File: src/rtl/risc_pkg.sv
// Shared types and widths for the accumulator-based risc_core.
package risc_pkg;

    localparam int ADDR_W = 5;
    localparam int DATA_W = 8;

    // Instruction opcodes, IR[7:5]
    typedef enum logic [2:0] {
        OP_HLT = 3'd0,
        OP_SKZ = 3'd1,
        OP_ADD = 3'd2,
        OP_AND = 3'd3,
        OP_XOR = 3'd4,
        OP_LDA = 3'd5,
        OP_STO = 3'd6,
        OP_JMP = 3'd7
    } opcode_e;

    // Control FSM states
    typedef enum logic [2:0] {
        ST_FETCH,
        ST_LOADIR,
        ST_DECODE,
        ST_EXEC,
        ST_HALT
    } state_e;

    // Opcodes whose operand must be read from memory before EXEC
    function automatic logic reads_operand(input opcode_e op);
        return (op == OP_ADD) || (op == OP_AND) || (op == OP_XOR) || (op == OP_LDA);
    endfunction

endpackage

File: src/rtl/risc_alu.sv
// Combinational ALU for the accumulator instructions ADD/AND/XOR/LDA.
module risc_alu
    import risc_pkg::*;
(
    input  opcode_e           opcode,
    input  logic [DATA_W-1:0] acc,
    input  logic [DATA_W-1:0] operand,
    output logic [DATA_W-1:0] result
);

    // Select the new accumulator value; non-ALU opcodes pass ACC through
    always_comb begin
        result = acc;
        case (opcode)
            OP_ADD:  result = acc + operand;
            OP_AND:  result = acc & operand;
            OP_XOR:  result = acc ^ operand;
            OP_LDA:  result = operand;
            default: result = acc;
        endcase
    end

endmodule

File: src/rtl/risc_core.sv
// Multi-cycle accumulator core: 4-cycle FETCH/LOADIR/DECODE/EXEC sequence
// against a 32x8 synchronous-read memory, with a terminal HALT state.
module risc_core
    import risc_pkg::*;
#(
    parameter logic [ADDR_W-1:0] RESET_PC = 5'h00
) (
    input  logic              clk,
    input  logic              rst,
    output logic [ADDR_W-1:0] mem_addr,
    output logic [DATA_W-1:0] mem_wdata,
    input  logic [DATA_W-1:0] mem_rdata,
    output logic              mem_rd,
    output logic              mem_wr,
    output logic              halt,
    output logic              zero,
    output logic [ADDR_W-1:0] pc_dbg
);

    state_e            state_q, state_d;
    logic [ADDR_W-1:0] pc_q, pc_d;
    logic [DATA_W-1:0] ir_q, ir_d;
    logic [DATA_W-1:0] acc_q, acc_d;
    logic              halt_q, halt_d;

    opcode_e           op;
    logic [ADDR_W-1:0] operand_addr;
    logic [DATA_W-1:0] alu_result;

    assign op           = opcode_e'(ir_q[7:5]);
    assign operand_addr = ir_q[ADDR_W-1:0];

    risc_alu u_alu (
        .opcode  (op),
        .acc     (acc_q),
        .operand (mem_rdata),
        .result  (alu_result)
    );

    // Next-state logic for FSM, PC, IR and ACC
    always_comb begin
        state_d = state_q;
        pc_d    = pc_q;
        ir_d    = ir_q;
        acc_d   = acc_q;
        case (state_q)
            ST_FETCH: begin
                state_d = ST_LOADIR;
            end
            ST_LOADIR: begin
                ir_d    = mem_rdata;
                pc_d    = pc_q + ADDR_W'(1);
                state_d = ST_DECODE;
            end
            ST_DECODE: begin
                state_d = (op == OP_HLT) ? ST_HALT : ST_EXEC;
            end
            ST_EXEC: begin
                state_d = ST_FETCH;
                case (op)
                    OP_ADD, OP_AND, OP_XOR, OP_LDA: acc_d = alu_result;
                    OP_JMP:  pc_d = operand_addr;
                    OP_SKZ:  if (acc_q == '0) pc_d = pc_q + ADDR_W'(1);
                    default: ;
                endcase
            end
            ST_HALT: begin
                state_d = ST_HALT;
            end
            default: begin
                state_d = ST_FETCH;
            end
        endcase
        halt_d = (state_d == ST_HALT);
    end

    // State registers, asynchronously cleared by rst
    always_ff @(posedge clk or posedge rst) begin
        if (rst) begin
            state_q <= ST_FETCH;
            pc_q    <= RESET_PC;
            ir_q    <= '0;
            acc_q   <= '0;
            halt_q  <= 1'b0;
        end else begin
            state_q <= state_d;
            pc_q    <= pc_d;
            ir_q    <= ir_d;
            acc_q   <= acc_d;
            halt_q  <= halt_d;
        end
    end

    // Memory interface decoded from state/PC/IR/ACC only. The FETCH read is
    // gated by rst so the bus is idle while reset holds the core in FETCH,
    // and the first fetch starts in the cycle reset is released.
    always_comb begin
        mem_addr  = pc_q;
        mem_wdata = acc_q;
        mem_rd    = 1'b0;
        mem_wr    = 1'b0;
        case (state_q)
            ST_FETCH:  mem_rd = ~rst;
            ST_LOADIR: mem_rd = 1'b1;
            ST_DECODE: begin
                mem_addr = operand_addr;
                mem_rd   = reads_operand(op);
            end
            ST_EXEC: begin
                if (op == OP_STO) begin
                    mem_addr = operand_addr;
                    mem_wr   = 1'b1;
                end
            end
            default: ;
        endcase
    end

    assign halt   = halt_q;
    assign zero   = (acc_q == '0);
    assign pc_dbg = pc_q;

endmodule

File: config.mk
export PLATFORM = sky130hd
export DESIGN_NAME = risc_core
export DESIGN_NICKNAME = d
export VERILOG_FILES = /design/src/rtl/risc_pkg.sv /design/src/rtl/risc_alu.sv /design/src/rtl/risc_core.sv
export SDC_FILE = /design/constraint.sdc
export NUM_CORES = 1
export LEC_CHECK = 0
export CORE_MARGIN = 1.5
export CORE_UTILIZATION = 47
export DETAILED_ROUTE_END_ITERATION = 10
export PLACE_DENSITY = 0.87
export SLEW_MARGIN = 20
export SYNTH_ARGS = -nofsm -noshare
export SYNTH_HDL_FRONTEND = slang
export SYNTH_SLANG_ARGS = --single-unit
File: constraint.sdc
create_clock -name clk -period 1.85 [get_ports clk]
set_input_delay 0.37 -clock clk [delete_from_list [all_inputs] [get_ports clk]]
set_output_delay 0.37 -clock clk [all_outputs]
set_load 0.02 [all_outputs]
# --- Word level (Yosys, flattened, before mapping) ---
# Cells that the tools add are included.
totals:
  ff_bits: 25
  in_bits: 10
  output_inout_bits: 22
  elab_cells: 46
classes:
  n_addsub: 2
  n_eq_ne: 14
  mux: 11
  bitwise_logic: 3
  n_reduce_logical: 11
op_table:
  columns: ["operator", "count"]
  rows:
  - ["$pmux 8 s4", 1]
  - ["$pmux 5 s2", 3]
  - ["$eq 3x3->1 const B", 6]
  - ["$eq 3x2->1 const B", 4]
  - ["$pmux 3 s4", 1]
  - ["$mux 5", 2]
  - ["$add 8x8->8", 1]
  - ["$and 8x8->8", 1]
  - ["$logic_not 8->1", 1]
  - ["$xor 8x8->8", 1]
  - ["$eq 3x1->1 const B", 2]
  - ["$logic_not 3->1", 2]
  - ["$reduce_and 3->1", 2]
  - ["$add 5x1->5 const B", 1]
  - ["$reduce_bool 4->1", 1]
  - ["$reduce_or 4->1", 1]
  - ["$logic_or 1x1->1", 3]
  - ["$mux 3", 1]
  - ["$ne 3x1->1 const B", 1]
  - ["$ne 3x3->1 const B", 1]
  - ["$pmux 1 s3", 1]
  - ["$mux 1", 2]
  - ["$reduce_bool 2->1", 1]
  - ["$not 1->1", 1]

# --- Logic depth before layout (Yosys ltp) ---
# Gate-level depths: netlist of the first run.
depth:
  ltp_word: 5
  depth_mapped: 7
  ltp_nobuf: 7

# --- Cells and area by module ---
# A second synthesis of the first run with hierarchy kept.
hier_totals:
  cells_unflattened: 211
  area_unflattened_um2: 1951.9
by_module_without_submodules:
  columns: ["module", "instances", "cells_each", "area_each_um2"]
  rows:
  - ["risc_core", 1, 104, 1266.2]
  - ["risc_alu", 1, 107, 685.7]

# --- Worst setup path before layout of the first run ---
# OpenSTA, ideal clock, no wires.
synth_path:
  path_type: "flip-flop to flip-flop"
  from: "register acc_q[0], in the netlist mem_wdata[0]"
  to: "register acc_q[6], in the netlist mem_wdata[6]"
  t_arrival_ns: 1.871
  path_slack_ns: -0.141
  path_stages_with_launch: 8
  n_path_buf: 0
  synth_period_minus_slack_ns: 1.991
  path_cell_list: "dfrtp_1 > ha_1 > fa_1 > a211oi_1 > o21bai_1 > a21oi_1 > mux2i_1 > nor2_1"
synth_between:
  elab_chain_cells: 2
synth_rtl:
  columns: ["item", "line_no", "text"]
  rows:
  - ["start: declaration", "risc_core.sv:23", "logic [DATA_W-1:0] acc_q, acc_d;"]
  - ["start signal: assignment", "risc_core.sv:83", "acc_q <= '0;"]
  - ["start signal: assignment", "risc_core.sv:89", "acc_q <= acc_d;"]
  - ["$add 8x8->8", "risc_alu.sv:15", "OP_ADD: result = acc + operand;"]
  - ["$pmux 8 s4", "risc_alu.sv:14", "case (opcode)"]
# No other way between the ends.
# A chain may end at the register's enable or synchronous reset.

# --- Final worst setup path of the first run ---
layout_path:
  from: "register ir_q[7]"
  to: "output port mem_addr[0]"
layout_between:
  elab_chain_cells: 3
layout_rtl:
  columns: ["item", "line_no", "text"]
  rows:
  - ["start: declaration", "risc_core.sv:22", "logic [DATA_W-1:0] ir_q, ir_d;"]
  - ["start signal: assignment", "risc_core.sv:88", "ir_q <= ir_d;"]
  - ["$eq 3x3->1", "risc_core.sv:110", "if (op == OP_STO) begin"]
  - ["$mux 5", "risc_core.sv:110", null]
  - ["$pmux 5 s2", "risc_core.sv:102", "case (state_q)"]
  - ["end: declaration", "risc_core.sv:10", "output logic [ADDR_W-1:0] mem_addr,"]
# No other way between the ends.

==> impl_metrics.ini, run 1 <==
[sta]
setup_violations = 17
finalCriticalPeriod_ps = 2110
layout_setup_ws_ps = -259.7
clock_skew_ps = 8.911
final_worst_path_period_share_pct = 114.0
maxClockFrequency_mhz = 474.0
unrepaired_setup_endpoints_after_global_routing = yes
report.final.slew_viol_count = 0
relSlewSlack_pct = 62.10
timing.hold.ws_ps = 486.4
hold_violations = 0
max_slew.worst_pin.slew_ps = 567.3

[detailed_routing]
drt_pre_antenna_iters = 4
dr_total_vias = 1992
wire_per_inst_um = 20.50
antenna_left = 0
drt-vias-per-instance = 6.364
detail_route.wirelength_mm = 6.415
number_of_remaining_drc_errors = 0
detailedRoute.firstIterationViolations = 173

[worst_setup_path]
timing.critical_path.cells = nand2_2, o21a_1, nor3_4, buf_4, mux2_4, buf_6
crit_path_end = mem_addr[0]
critical_path_class = flop to primary output
start_point_of_the_critical_path = ir_q[7]
reg2reg_from = ir_q[7]
critPathMaxStageDelay_ps = 380
r2r_slack_ps = -100
nature_of_the_critical_path_endpoint = primary output
reg2reg_path_depth = 6
crit_arrival_ps = 1740
worstPathMaxFanout = 4
crit_required_ps = 1480
cp.buffers_inverters = 2
cp_slowest_cell = sky130_fd_sc_hd__dfrtp_1
timing.critical_path.from_type = flop
r2r_end = pc_dbg[2]
cp.depth = 6
critical_path.top_delay_family = flip-flops

[die]
boundaryPins = 32
die_h_um = 64.49
dieWidth_um = 64.49
design.core.area_mm2 = 0.003633
start_util_pct = 48.90
std_cell_rows = 22
die-area_mm2 = 0.004158

[global_routing]
gr-usage-all-layers_pct = 28.05
global_routing_s_busiest_layer = met2
globalRouteMet2Util_pct = 50.00
gr-usage-met3_pct = 3.993
antenna_violations_before_repair = 0
grt_max_degree = 26
grt_pass1_vias = 1876
first_pass_grt_wire_length_mm = 9.045
globalRouteOverflowTotal = 0
global_route.usage.met1_pct = 33.44

[place]
placedInstanceArea_mm2 = 0.002399
place.gp.congestion = 0.8539
place.port_buffers = 31
dp_hpwl_mm = 3.479

[clock_tree]
ctsHtreeMaxLevel = 1
cts-root-to-sink-buffers = 2
ctsHoldBuffers = 0
clock_sinks = 25
clk_pin_slew_worst_paths_ps = 100
cts_tree = yes
worstSkewPairLatency_ps = 280
cts_buffers = 3
cts_root_buf = sky130_fd_sc_hd__clkbuf_8

[run]
max_cap_viol_count = 0

[layout]
layout.cell_area.non_filler_mm2 = 0.002713
fillCellCount = 222
layout_common_cells = sky130_fd_sc_hd__buf_4, sky130_fd_sc_hd__dfrtp_1, sky130_fd_sc_hd__clkdlybuf4s50_1
post_route_cells_drive_above_1_share_pct = 40.38
fin_nets = 286
final_common_cell = sky130_fd_sc_hd__buf_4
syn2layout_area_growth_pct = 52.68
diodes = 0
multi_input_area_mm2 = 0.001257
postLayoutCoreUtil_pct = 74.66
sequential_cell_area_um2 = 630.6

[outcome]
status = finished, violations left
failing_checks = negative setup slack

[yosys]
synth_warnings = 0
syn_nets = 211
mappedNetlistArea_mm2 = 0.001777
synth_seq_cells = 25
synth_cells = 191
syn_avg_cell_area_um2 = 9.302
fraction_of_the_yosys_area_taken_by_sequential_cells_pct = 35.21
ys_types = 41

[pwr]
vdd.ir_drop.worst_mv = 0.7985
power.density_cell_area_mw_per_mm2 = 2127
p_leak_nw = 1.217

[min_path]
class_of_the_tightest_hold_or_removal_check = input pin to async pin
[registers in the layout, summed over array words and instances, names as in the netlist]
register	flops
pc_dbg	5
mem_wdata	8
halt	1
ir_q	8
state_q	3
[how the worst min path moves through the flow]
stage / from / endpoint / slack (ps)
2_1_floorplan: rst / halt / 400
6_report: rst / ir_q[1] / 490
3_3_place_gp: ir_q[0] / pc_dbg[0] / 510
3_5_place_dp: ir_q[0] / pc_dbg[0] / 510
5_1_grt: rst / ir_q[1] / 510
4_1_cts: rst / mem_wdata[6] / 490
[synthesized netlist by cell type]
master	n	share of area, %
sky130_fd_sc_hd__o221ai_1	4	2.0
sky130_fd_sc_hd__mux2i_1	17	9.6
sky130_fd_sc_hd__clkbuf_1	3	0.63
sky130_fd_sc_hd__nor3_2	1	0.56
sky130_fd_sc_hd__a21oi_1	14	3.9
sky130_fd_sc_hd__or3b_1	1	0.49
sky130_fd_sc_hd__o21ai_0	12	3.4
sky130_fd_sc_hd__mux2_2	12	7.6
sky130_fd_sc_hd__and2b_1	1	0.42
sky130_fd_sc_hd__nand2b_1	6	2.1
sky130_fd_sc_hd__buf_1	1	0.21
sky130_fd_sc_hd__nand4_1	2	0.70
sky130_fd_sc_hd__ha_1	9	6.3
sky130_fd_sc_hd__nor3_1	4	1.1
sky130_fd_sc_hd__xnor2_1	3	1.5
sky130_fd_sc_hd__nand3b_1	2	0.84
sky130_fd_sc_hd__xor2_1	1	0.49
sky130_fd_sc_hd__a22o_1	1	0.49
sky130_fd_sc_hd__buf_6	1	0.63
sky130_fd_sc_hd__fa_1	1	1.1
sky130_fd_sc_hd__inv_1	4	0.84
sky130_fd_sc_hd__dfrtp_1	25	35
sky130_fd_sc_hd__nor2_1	15	3.2
sky130_fd_sc_hd__a31o_2	2	0.99
sky130_fd_sc_hd__o22ai_1	2	0.70
sky130_fd_sc_hd__a31oi_1	1	0.35
sky130_fd_sc_hd__o31a_1	1	0.49
sky130_fd_sc_hd__or4_4	1	0.63
sky130_fd_sc_hd__o21bai_1	2	0.84
sky130_fd_sc_hd__a211oi_1	4	1.7
sky130_fd_sc_hd__a21o_1	4	1.7
sky130_fd_sc_hd__or4_1	1	0.42
sky130_fd_sc_hd__o21a_1	1	0.42
sky130_fd_sc_hd__nand3_1	3	0.84
sky130_fd_sc_hd__nor4_1	1	0.35
sky130_fd_sc_hd__nor2b_1	2	0.70
sky130_fd_sc_hd__buf_2	4	1.1
sky130_fd_sc_hd__nand2_1	19	4.0
sky130_fd_sc_hd__o311ai_1	1	0.49
sky130_fd_sc_hd__o21ai_2	1	0.49
sky130_fd_sc_hd__or2_2	1	0.35
[through the flow]
step | instances | total power [mW] | TNS, ps | worst slack (ps)
after floorplan | 191 | 3.182 | -74.02 | -47.86
after detailed placement | 298 | 4.498 | -4745 | -543.7
after CTS | 309 | 5.157 | -2113 | -325.2
final | 313 | 5.771 | -1928 | -259.7
after global routing | 313 | 6.072 | -3140 | -329.9
after global placement | 298 | 4.374 | -3980 | -402.6
[timing repair]
action                                  in CTS  in global routing
endpoints found under the setup margin      17                 20
buffers inserted                             7                  5
pin swaps                                   16                 17
resized for setup                           69                 24
[cell families (layout without fill, tap and decap cells)]
kind of cell | count (synthesis) | after routing | share of synthesized area (%)
AND/OR/NAND/NOR | 60 | 60 | 16.76
AO/OA/AOI/OAI | 50 | 50 | 17.96
multiplexers | 29 | 29 | 17.18
flip-flops | 25 | 25 | 35.21
buffers and inverters | 13 | 87 | 3.450
adder cells (fa/ha/maj) | 10 | 10 | 7.465
XOR/XNOR | 4 | 4 | 1.972
[final cells by class]
cell class	count	share of cell area, %
well taps	48	2.214
flip-flops and latches	25	23.25
multi-input cells	153	46.36
clock buffers	3	1.522
clock inverters	1	0.1845
repair buffers	79	25.92
inverters	4	0.5535
[report_power, final]
group	switching (mW)	internal [mW]	leakage [nW]	total, mW
registers	0.268	0.826	0.293	1.09
clock network	0.193	0.151	0.0255	0.344
logic	2.21	2.12	0.899	4.33
total	2.67	3.10	1.22	5.77
[layer usage]
| layer | vias to the layer above | wire length (µm) |
|---|---|---|
| met3 | 35 | 410 |
| met5 | - | 0 |
| li1 | 847 | - |
| met1 | 986 | 2404 |
| met4 | 0 | 342 |
| met2 | 124 | 3258 |
[tightest hold or removal path, cell delays in order]
cell,delay [ps]
sky130_fd_sc_hd__clkdlybuf4s50_1,400
sky130_fd_sc_hd__inv_1,70
sky130_fd_sc_hd__buf_4,320
No activity file was read; power rests on OpenSTA's default activity.
==> run 2, diff against run 1 <==
- TNS_END_PERCENT: default -> 1
==> impl_metrics.ini, run 2 (synthesis results as in run 1) <==
[outcome]
status = finished, violations left
failing_checks = negative setup slack

[worst_setup_path]
timing.critical_path.from_type = flop
critPathMaxStageDelay_ps = 390
crit_required_ps = 1480
critPathMostFrequentCell = sky130_fd_sc_hd__buf_6
start_point_of_the_critical_path = ir_q[7]
r2r_end = mem_wdata[6]
r2r_slack_ps = -120
reg2reg_path_depth = 8
worstPathMaxFanout = 3
nature_of_the_critical_path_endpoint = primary output
cp_slowest_cell = sky130_fd_sc_hd__dfrtp_1
timing.critical_path.cells = nand2_2, o21a_1, nor3_4, buf_6, buf_6, mux2_4, buf_6
reg2reg_from = mem_wdata[0]
crit_arrival_ps = 1780
critical_path_class = flop to primary output

[die]
std_cell_rows = 22
design.core.area_mm2 = 0.003633
die_h_um = 64.49
start_util_pct = 48.90
dieWidth_um = 64.49
die-area_mm2 = 0.004158
boundaryPins = 32

[layout]
post_route_cells_drive_above_1_share_pct = 37.02
fin_nets = 283
layout_common_cells = sky130_fd_sc_hd__buf_4, sky130_fd_sc_hd__dfrtp_1, sky130_fd_sc_hd__clkdlybuf4s50_1
diodes = 0
syn2layout_area_growth_pct = 47.11
fillCellCount = 236
final_common_cell = sky130_fd_sc_hd__buf_4

[clock_tree]
clk_pin_slew_worst_paths_ps = 90
cts_tree = yes
cts_root_buf = sky130_fd_sc_hd__clkbuf_8
worstSkewPairLatency_ps = 280
cts-root-to-sink-buffers = 2
ctsHtreeMaxLevel = 1
clock_sinks = 25
cts_buffers = 3

[global_routing]
globalRouteOverflowTotal = 0
first_pass_grt_wire_length_mm = 8.556
grt_max_degree = 26
grt_pass1_vias = 1811
antenna_violations_before_repair = 0
gr-usage-all-layers_pct = 26.46

[detailed_routing]
topRoutingLayerUsed = met4
wl_met3_um = 255
number_of_remaining_drc_errors = 0
drt_pre_antenna_iters = 4
dr_wl_met2_mm = 2.864
drt-vias-per-instance = 5.916
wire_per_inst_um = 17.48
wl_met1_mm = 2.133
antenna_left = 0
detailedRoute.firstIterationViolations = 163
detail_route.wirelength_mm = 5.418
dr_total_vias = 1834

[min_path]
class_of_the_tightest_hold_or_removal_check = input pin to async pin

[pwr]
final_total_pwr_mw = 5.414
vdd.ir_drop.worst_mv = 0.7424
p_leak_nw = 1.173
power.density_cell_area_mw_per_mm2 = 2071

[sta]
timing.hold.ws_ps = 505.1
layout_setup_ws_ps = -301.1
maxClockFrequency_mhz = 464.9
relSlewSlack_pct = 63.98
unrepaired_setup_endpoints_after_global_routing = yes
max_slew.worst_pin.slew_ps = 539.2
setup_violations = 14
report.final.slew_viol_count = 0
hold_violations = 0
finalCriticalPeriod_ps = 2151
final_worst_path_period_share_pct = 116.3
finalSetupTns_ps = -1735
clock_skew_ps = 7.166

[place]
post-place-ws_ps = -482.6
dp_hpwl_mm = 3.527
place.gp.congestion = 0.8899
place.port_buffers = 31

[run]
max_cap_viol_count = 0
==> run 2: cell count changes in the layout (fill, tap and decap cells not counted), sizes merged <==
| cell | change |
|---|---|
| buf | -3 |
| clkbuf | +1 |
| clkdlybuf4s50 | +1 |
| clkinv | -1 |
| dlymetal6s2s | -1 |
==> run 2: what timing repair did <==
item	in CTS	in global routing
setup endpoints to repair	18	19
resized for setup	59	18
pin swaps	8	6
buffers inserted	5	1
hold buffers	0	0
==> run 2: stage by stage <==
stage	utilization, %	instance area (µm²)	std cells
floorplan	-	1797	191
global placement	66.43	2414	300
detailed placement	66.43	2414	300
CTS	70.11	2547	309
global route	71.94	2614	310
finish	71.94	2614	310
==> run 2: per-layer routing <==
metal  GRT usage [%]  vias up
li1                -      843
met1           31.37      904
met2           47.27       66
met3           3.646       21
met4           12.23        0
met5               0        -
==> run 2: final cells by class <==
type,count,area [µm²],share of cell area (%)
multi-input combinational,153,1202,46.00
inverter,4,15.01,0.5744
clock buffer,4,45.04,1.723
timing repair buffer,76,660.6,25.28
sequential,25,630.6,24.13
tap,48,60.06,2.298
==> run 2: how the worst max path moves through the flow <==
stage                         to
floorplan              pc_dbg[2]
global placement    mem_wdata[6]
detailed placement  mem_wdata[7]
CTS                  mem_addr[3]
global route         mem_addr[3]
finish               mem_addr[3]
==> run 2: report_power, final <==
part,total (mW),internal [mW],leakage [nW],switching [mW]
Combinational,4.02,2.01,0.857,2.00
Clock,0.336,0.155,0.0228,0.181
Sequential,1.06,0.826,0.293,0.237
==> run 2: worst max-delay path: cells and delay by family, from the launching register on <==
family,cells,cell delay [ps]
AO/OA/AOI/OAI,1,210
multiplexers,1,300
AND/OR/NAND/NOR,2,250
buffers and inverters,3,370
flip-flops,1,390
